**config.mk**
```make
export PLATFORM = sky130hd
export DESIGN_NAME = usbfs_pkt_tx
export DESIGN_NICKNAME = d
export VERILOG_FILES = /design/src/rtl/usbfs_pkt_tx.sv
export SDC_FILE = /design/constraint.sdc
export NUM_CORES = 1
export LEC_CHECK = 0
export CORE_MARGIN = 3
export CORE_UTILIZATION = 35
export CTS_BUF_LIST = sky130_fd_sc_hd__clkbuf_8
export DETAILED_ROUTE_END_ITERATION = 8
export GPL_ROUTABILITY_DRIVEN = 0
export SLEW_MARGIN = 40
export SYNTH_ARGS = -nofsm -noshare
export SYNTH_HDL_FRONTEND = slang
export SYNTH_SLANG_ARGS = --single-unit
```
**constraint.sdc**
```tcl
create_clock -name i_clk_48MHz -period 3.8 [get_ports i_clk_48MHz]
set_input_delay 0.95 -clock i_clk_48MHz [delete_from_list [all_inputs] [get_ports i_clk_48MHz]]
set_output_delay 0.95 -clock i_clk_48MHz [all_outputs]
set_load 0.03 [all_outputs]
```
**src/rtl/usbfs_pkt_tx.sv**
```systemverilog
// Full Speed USB packet transmitter: serialises SYNC, PID, payload and CRC with
// bit stuffing and NRZI, then drives SE0/J end-of-packet on dp/dn.
module usbfs_pkt_tx #(
  parameter int MAX_PKT = 8
) (
  input  logic                       i_clk_48MHz,
  input  logic                       i_rst,
  output logic                       o_ready,
  input  logic                       i_valid,
  input  logic [3:0]                 i_pid,
  input  logic [8*MAX_PKT-1:0]       i_data,
  input  logic [$clog2(MAX_PKT):0]   i_data_nBytes,
  output logic                       o_dp,
  output logic                       o_dn,
  output logic                       o_oe,
  output logic                       o_inflight,
  output logic                       o_eopDone,
  output logic [3:0]                 dbg_state
);
  localparam int NW = $clog2(MAX_PKT) + 1;
  localparam int IW = NW + 3;
  localparam logic [NW-1:0] MAX_N = NW'(MAX_PKT);
  localparam logic [IW-1:0] ONE_I = IW'(1);

  // Handshake: a packet is accepted on any cycle with i_valid && o_ready;
  // o_ready stays low from the accept until the cycle after o_eopDone.

  // state names the next item to put on the bus, not the one being driven
  typedef enum logic [3:0] {
    S_IDLE, S_SYNC, S_PID, S_TOKEN, S_CRC5, S_DATA, S_CRC16, S_SE0, S_EOPJ, S_DONE
  } state_t;

  state_t               state, state_n;
  logic [IW-1:0]        idx, idx_n;
  logic [1:0]           ph, ph_n;
  logic [2:0]           ones, ones_n;
  logic [3:0]           pid_q, pid_n;
  logic [8*MAX_PKT-1:0] data_q, data_n;
  logic [IW-1:0]        nbits_q, nbits_n;
  logic [4:0]           crc5, crc5_n;
  logic [15:0]          crc16, crc16_n;
  logic                 j_q, j_n;
  logic                 se0_q, se0_n;
  logic                 inflight_q, inflight_n;
  logic                 cur_bit, fb5, fb16;
  logic [7:0]           pid_byte;
  logic [NW-1:0]        n_clamped;

  always_ff @(posedge i_clk_48MHz) begin
    if (i_rst) begin
      state      <= S_IDLE;
      idx        <= '0;
      ph         <= '0;
      ones       <= '0;
      pid_q      <= '0;
      data_q     <= '0;
      nbits_q    <= '0;
      crc5       <= 5'h1F;
      crc16      <= 16'hFFFF;
      j_q        <= 1'b1;
      se0_q      <= 1'b0;
      inflight_q <= 1'b0;
    end else begin
      state      <= state_n;
      idx        <= idx_n;
      ph         <= ph_n;
      ones       <= ones_n;
      pid_q      <= pid_n;
      data_q     <= data_n;
      nbits_q    <= nbits_n;
      crc5       <= crc5_n;
      crc16      <= crc16_n;
      j_q        <= j_n;
      se0_q      <= se0_n;
      inflight_q <= inflight_n;
    end
  end

  always_comb begin
    state_n    = state;
    idx_n      = idx;
    ph_n       = ph;
    ones_n     = ones;
    pid_n      = pid_q;
    data_n     = data_q;
    nbits_n    = nbits_q;
    crc5_n     = crc5;
    crc16_n    = crc16;
    j_n        = j_q;
    se0_n      = se0_q;
    inflight_n = inflight_q;
    pid_byte   = {~pid_q, pid_q};
    n_clamped  = (i_data_nBytes > MAX_N) ? MAX_N : i_data_nBytes;

    case (state)
      S_SYNC:  cur_bit = (idx == IW'(7));
      S_PID:   cur_bit = pid_byte[idx[2:0]];
      S_TOKEN: cur_bit = data_q[idx[IW-2:0]];
      S_CRC5:  cur_bit = ~crc5[3'd4 - idx[2:0]];
      S_DATA:  cur_bit = data_q[idx[IW-2:0]];
      S_CRC16: cur_bit = ~crc16[4'd15 - idx[3:0]];
      default: cur_bit = 1'b0;
    endcase
    fb5  = crc5[4] ^ cur_bit;
    fb16 = crc16[15] ^ cur_bit;

    if (!inflight_q) begin
      if (i_valid) begin
        // the first SYNC bit (logical 0 -> K) goes out together with the capture
        pid_n      = i_pid;
        data_n     = i_data;
        nbits_n    = {n_clamped, 3'b000};
        state_n    = S_SYNC;
        idx_n      = ONE_I;
        ph_n       = 2'd0;
        ones_n     = 3'd0;
        crc5_n     = 5'h1F;
        crc16_n    = 16'hFFFF;
        j_n        = 1'b0;
        se0_n      = 1'b0;
        inflight_n = 1'b1;
      end
    end else begin
      ph_n = ph + 2'd1;
      if (ph == 2'd3) begin
        if (state == S_DONE) begin
          inflight_n = 1'b0;
          state_n    = S_IDLE;
          ph_n       = 2'd0;
        end else if (state == S_EOPJ) begin
          se0_n   = 1'b0;
          j_n     = 1'b1;
          state_n = S_DONE;
        end else if (ones == 3'd6) begin
          // stuffed 0: toggle the line, keep the cursor where it is
          j_n    = ~j_q;
          ones_n = 3'd0;
        end else if (state == S_SE0) begin
          se0_n  = 1'b1;
          ones_n = 3'd0;
          if (idx == ONE_I) begin
            state_n = S_EOPJ;
            idx_n   = '0;
          end else begin
            idx_n = idx + ONE_I;
          end
        end else begin
          if (!cur_bit) j_n = ~j_q;
          ones_n = (state == S_SYNC || !cur_bit) ? 3'd0 : ones + 3'd1;
          if (state == S_TOKEN) crc5_n  = {crc5[3:0], 1'b0} ^ (fb5 ? 5'h05 : 5'h00);
          if (state == S_DATA)  crc16_n = {crc16[14:0], 1'b0} ^ (fb16 ? 16'h8005 : 16'h0000);
          idx_n = idx + ONE_I;
          case (state)
            S_SYNC:  if (idx == IW'(7)) begin state_n = S_PID; idx_n = '0; end
            S_PID: begin
              if (idx == IW'(7)) begin
                idx_n = '0;
                if (pid_q[1:0] == 2'b01 || pid_q == 4'b0100) state_n = S_TOKEN;
                else if (pid_q[1:0] == 2'b11) state_n = (nbits_q == '0) ? S_CRC16 : S_DATA;
                else state_n = S_SE0;
              end
            end
            S_TOKEN: if (idx == IW'(10)) begin state_n = S_CRC5; idx_n = '0; end
            S_CRC5:  if (idx == IW'(4)) begin state_n = S_SE0; idx_n = '0; end
            S_DATA:  if (idx == nbits_q - ONE_I) begin state_n = S_CRC16; idx_n = '0; end
            S_CRC16: if (idx == IW'(15)) begin state_n = S_SE0; idx_n = '0; end
            default: state_n = state;
          endcase
        end
      end
    end
  end

  assign o_ready    = !inflight_q;
  assign o_oe       = inflight_q;
  assign o_inflight = inflight_q;
  assign o_dp       = se0_q ? 1'b0 : j_q;
  assign o_dn       = se0_q ? 1'b0 : ~j_q;
  assign o_eopDone  = inflight_q && (state == S_DONE) && (ph == 2'd3);
  assign dbg_state  = state;
endmodule

```
* After elaboration in Yosys (flattened, before gate mapping) *
Cells that the tools add are included.

cells by class
  add/sub/neg operators = 6
  multiply operators = 0
  divide/modulo/power cells = 0
  magnitude comparators = 5
  equal/unequal tests = 40
  shift operators = 0
  muxes and demuxes = 92
  bitwise operators = 9
  reduce and logical (&&, ||, !) cells = 18

operators with widths
  cell                                                                      number
  16-bit 2-to-1 mux                                                         9
  7-bit 2-to-1 mux                                                          13
  4-bit 2-to-1 mux                                                          15
  5-bit 2-to-1 mux                                                          8
  7-bit case mux with 5 select lines                                        1
  3-bit 2-to-1 mux                                                          10
  1-bit 2-to-1 mux                                                          24
  4-bit case mux with 6 select lines                                        1
  4-bit by 3-bit == test with 1-bit output, second input constant           5
  6-bit inequality test, second input constant                              3
  16-bit XOR                                                                1
  5-bit AND reduction                                                       3
  7-bit by 3-bit == test with 1-bit output, second input constant           2
  7-bit by 4-bit == test with 1-bit output, second input constant           2
  7-bit AND reduction                                                       2
  2-bit 2-to-1 mux                                                          6
  6-bit by 4-bit inequality test with 1-bit output, second input constant   2
  11-bit AND reduction                                                      1
  10-bit by 1-bit inequality test with 1-bit output, second input constant  1
  4-bit by 2-bit == test with 1-bit output, second input constant           2
  4-bit == test, second input constant                                      2
  3-bit by 4-bit < comparator with 1-bit output, second input constant      2
  2-bit inequality test, second input constant                              4
  7-bit by 1-bit adder with 7-bit output, second input constant             1
  38 further kinds                                                          50

storage, ports and cells
  register bits = 112
  bits in latches = 0
  memory bits (writable) = 0
  memory bits (read-only) = 0
  input bits = 75
  output and inout bits = 10
  logic and storage cells = 182
  memories = 0

* Depth between registers and ports, before layout *
  word-level depth = 15
  mapped depth = 12

* Least setup slack after synthesis *
Ideal clock, no wire load.

  path kind = input-to-reg
  start point = in i_valid
  end point = reg crc5[2]
  arrival = 2.614 ns
  path slack = 1.037 ns
  cell stages on the path = 8
  buffers on the path = 2
  cells stage by stage = nor2b_1 -> clkbuf_1 -> nor2_1 -> clkbuf_1 -> a21oi_1 -> or4b_2 -> a21oi_1 -> a311oi_2

between the ends
  cells in the longest elaborated chain, start to end = 2

ends and longest elaborated chain
  item                           RTL line  source
  start, declared                9         input logic i_valid,
  2-bit nonzero test (no line)   n/a
  7-bit AND reduction (no line)  n/a
  end signal, assigned           71        crc5 <= crc5_n;
  end, declared                  40        logic [4:0] crc5, crc5_n;

Every way passes these cells.
A chain may end at the register's enable or synchronous reset.

* Worst setup path after layout *
  start point = reg state[2] (netlist: dbg_state[2])
  end point = out o_eopDone

between the ends
  cells in the longest elaborated chain, start to end = 3

ends and longest elaborated chain
  item                            RTL line  source
  start, declared                 33        state_t state, state_n;
  start signal, assigned          64        state <= state_n;
  4-bit == test                   179       assign o_eopDone = inflight_q && (state == S_DONE) && (ph == 2'd3);
  1-bit logical AND (2 in a row)  179
  end, declared                   17        output logic o_eopDone,

Every way passes these cells.

==> run metrics <==
status complete, no violations; Req. time, crit path 2.85 ns; Fmax 0.285 GHz; drt first pass iters 4; largest net degree at the start of global routing 119; Post-CTS Setup Inserts 0; clk_skew 0.00754 ns; Rows 46; number of global-route vias before repair 5186; Tcrit/Tclk final 0.922; Critical Path Start Type flip-flop; PortBufs 84; Buf+Inv Stages, Crit Path 1; final hold violations 0; synth cell count leaders 169 x nand2_1, 112 x dfxtp_1, 90 x a21oi_1; Mapped Cells about 710; Critical Setup Path Class flip-flop to output pin; Hold-fix buffers, CTS 0; clock root buffer clkbuf_8; cell with the most instances after synthesis nand2_1; final std cells w/o fill 978; number of synthesized register bits 112; area share of the largest cell type after synthesis 0.387; Rel. slew slack 0.438; Post-Syn Area 0.00580 sq mm; Pwr per Cell Area 339 mW/mm^2; Slew Limit Fails 0; worst path cell trace nor3b_1, nand2_1, nor2_1, clkdlybuf4s50_1; Hold WC Path Type flip-flop to flip-flop; worst slew pin tran 0.843 ns; Worst EP arrival 2.55 ns; layout cells sized above 1 0.0866; top post-synthesis cells by area dfxtp_1 39%, nand2_1 11%, a21oi_1 7.8%, mux4_2 5.4%, clkbuf_1 2.6%; vias per cell 5.34; gr ovfl total 0; Total GRT Usage 0.169; die area 0.0181 sq mm; RSZ-0062 raised after global routing no; Top delay family on crit path simple AND/OR/NAND/NOR gates; starting DRC count in detailed routing between 300 and 400; via count between 5000 and 6000; slowest CP cell clkdlybuf4s50_1; die width ~130 um; setup TNS 0 ns; Crit. End Element output pin; global-route wire length before repair 25200 um; core area 0.0161 sq mm; initial antenna violation count 0; max incr delay on CP 0.70 ns; Num CTS Buffers 9; DPL Wire Length 10600 um; Post-CTS Resized 0; EDFF count, synth 0; Tmin final 3.50 ns; initial core utilization 0.361; wire length per cell 15.3 um; n_diodes 0; hold_ws 0.459 ns; maxcap violations 0; Total Wirelength 15000 um; share of the yosys chip area belonging to registers 0.387; Post-DRT Antenna Nets 0; H-tree levels 3; clk buf depth 2; LEAKAGE about 2.4 nW; number of remaining DRC errors 0; worst-skew pair later-pin latency around 0.40 ns; IR Drop Worst-Case VDD 0.000171 V; Post-synth top flop dfxtp_1; placed cell count 962; Worst-path clk slew 0.11 ns; synthesized area per cell 8.22 sq um; area leader, netlist dfxtp_1; Ys Warns 0; Async S/R FF share, synth 0; P&R area growth vs syn 21.1%; Cell variety after synth 66; final setup vio count 0; syn_nets 789; crit-path max FO 19; CTS Sinks between 100 and 150; die height around 130 um; Layout Nets 841; CTS tree built; I/O pins 85
==> kinds of logic after synthesis <==
family / share of synthesized area
adders and majority gates: 0.0194
xor gates and xnor gates: 0.0136
DFF: 0.387
and+or+nand+nor: 0.256
muxes: 0.0993
buffers and inverters: 0.0533
AOI/OAI and AO/OA: 0.171
==> per-stage QoR <==
step                      cell area (sq um)  power (mW)  setup WS [ns]  utilization
final                                  7020        2.38          0.297        0.437
after global routing                   7020        2.49          0.143        0.437
after CTS                              7010        2.40          0.276        0.437
after detailed placement               6800        1.65          0.706        0.424
after global placement                 6800        1.64          0.715        0.423
after floorplan                        5800        1.49           1.04            -
==> final cells by class <==
| class | instances | area (sq um) |
|---|---|---|
| timing repair buffer | 102 | 1000 |
| multi-input combinational | 523 | 3260 |
| inverter | 9 | 33.8 |
| fill | 1583 | 9040 |
| clock buffer | 10 | 138 |
| tap | 216 | 270 |
| sequential | 112 | 2240 |
| clock inverter | 6 | 68.8 |
==> worst reg2reg max path, cell delays in order, from the launching register on <==
cell and delay (ns):
dfxtp_1 0.68, buf_12 0.25, inv_1 0.10, ha_1 0.33
mux4_2 0.25, nand2_1 0.05, o311ai_0 0.09, nand4_1 0.34
or4_4 0.53, and2_4 0.18, a311oi_2 0.24
==> sequential cells by signal, summed over array words and instances (netlist names) <==
name        flops
crc16          16
crc5            5
data_q         64
dbg_state       4
idx             7
j_q             1
nbits_q         4
o_inflight      1
ones            3
ph              2
pid_q           4
se0_q           1
==> final timing paths <==
check	depth (start not counted)	slack, ns	start	endpoint
worst min register to register	2	0.46	data_q[55]	data_q[55]
worst min-delay path	2	0.46	data_q[55]	data_q[55]
worst max register to register	10	0.70	idx[1]	crc5[2]
worst max-delay path	4	0.30	dbg_state[2]	o_eopDone
==> layout by cell type, fill, tap and decap left out, drive strengths merged, types with 10 or more instances in the layout <==
cell type	netlist	final
nand3	11	11
a21oi	90	90
buf	20	19
a31oi	14	14
mux4	18	18
nand2b	19	19
nand2	169	169
nor3	15	15
o21ai	21	21
clkbuf	41	10
nor2	27	27
mux2i	11	11
dfxtp	112	112
or4	16	16
clkdlybuf4s50	0	83
inv	9	11
==> per-layer routing <==
| layer | track usage | part of all wire | up-vias |
|---|---|---|---|
| li1 | - | - | 2608 |
| met1 | 0.221 | 0.47 | 2468 |
| met2 | 0.280 | 0.47 | 133 |
| met3 | 0.0335 | 0.040 | 15 |
| met4 | 0.0605 | 0.016 | 0 |
| met5 | 0 | 0 | - |
==> power breakdown <==
group | leakage, nW | internal, mW | switching [mW]
clock network | 0.102 | 0.327 | 0.434
logic | 1.42 | 0.178 | 0.182
registers | 0.916 | 1.22 | 0.0368
total | 2.43 | 1.73 | 0.652
Power figures use the tool's default switching activity.
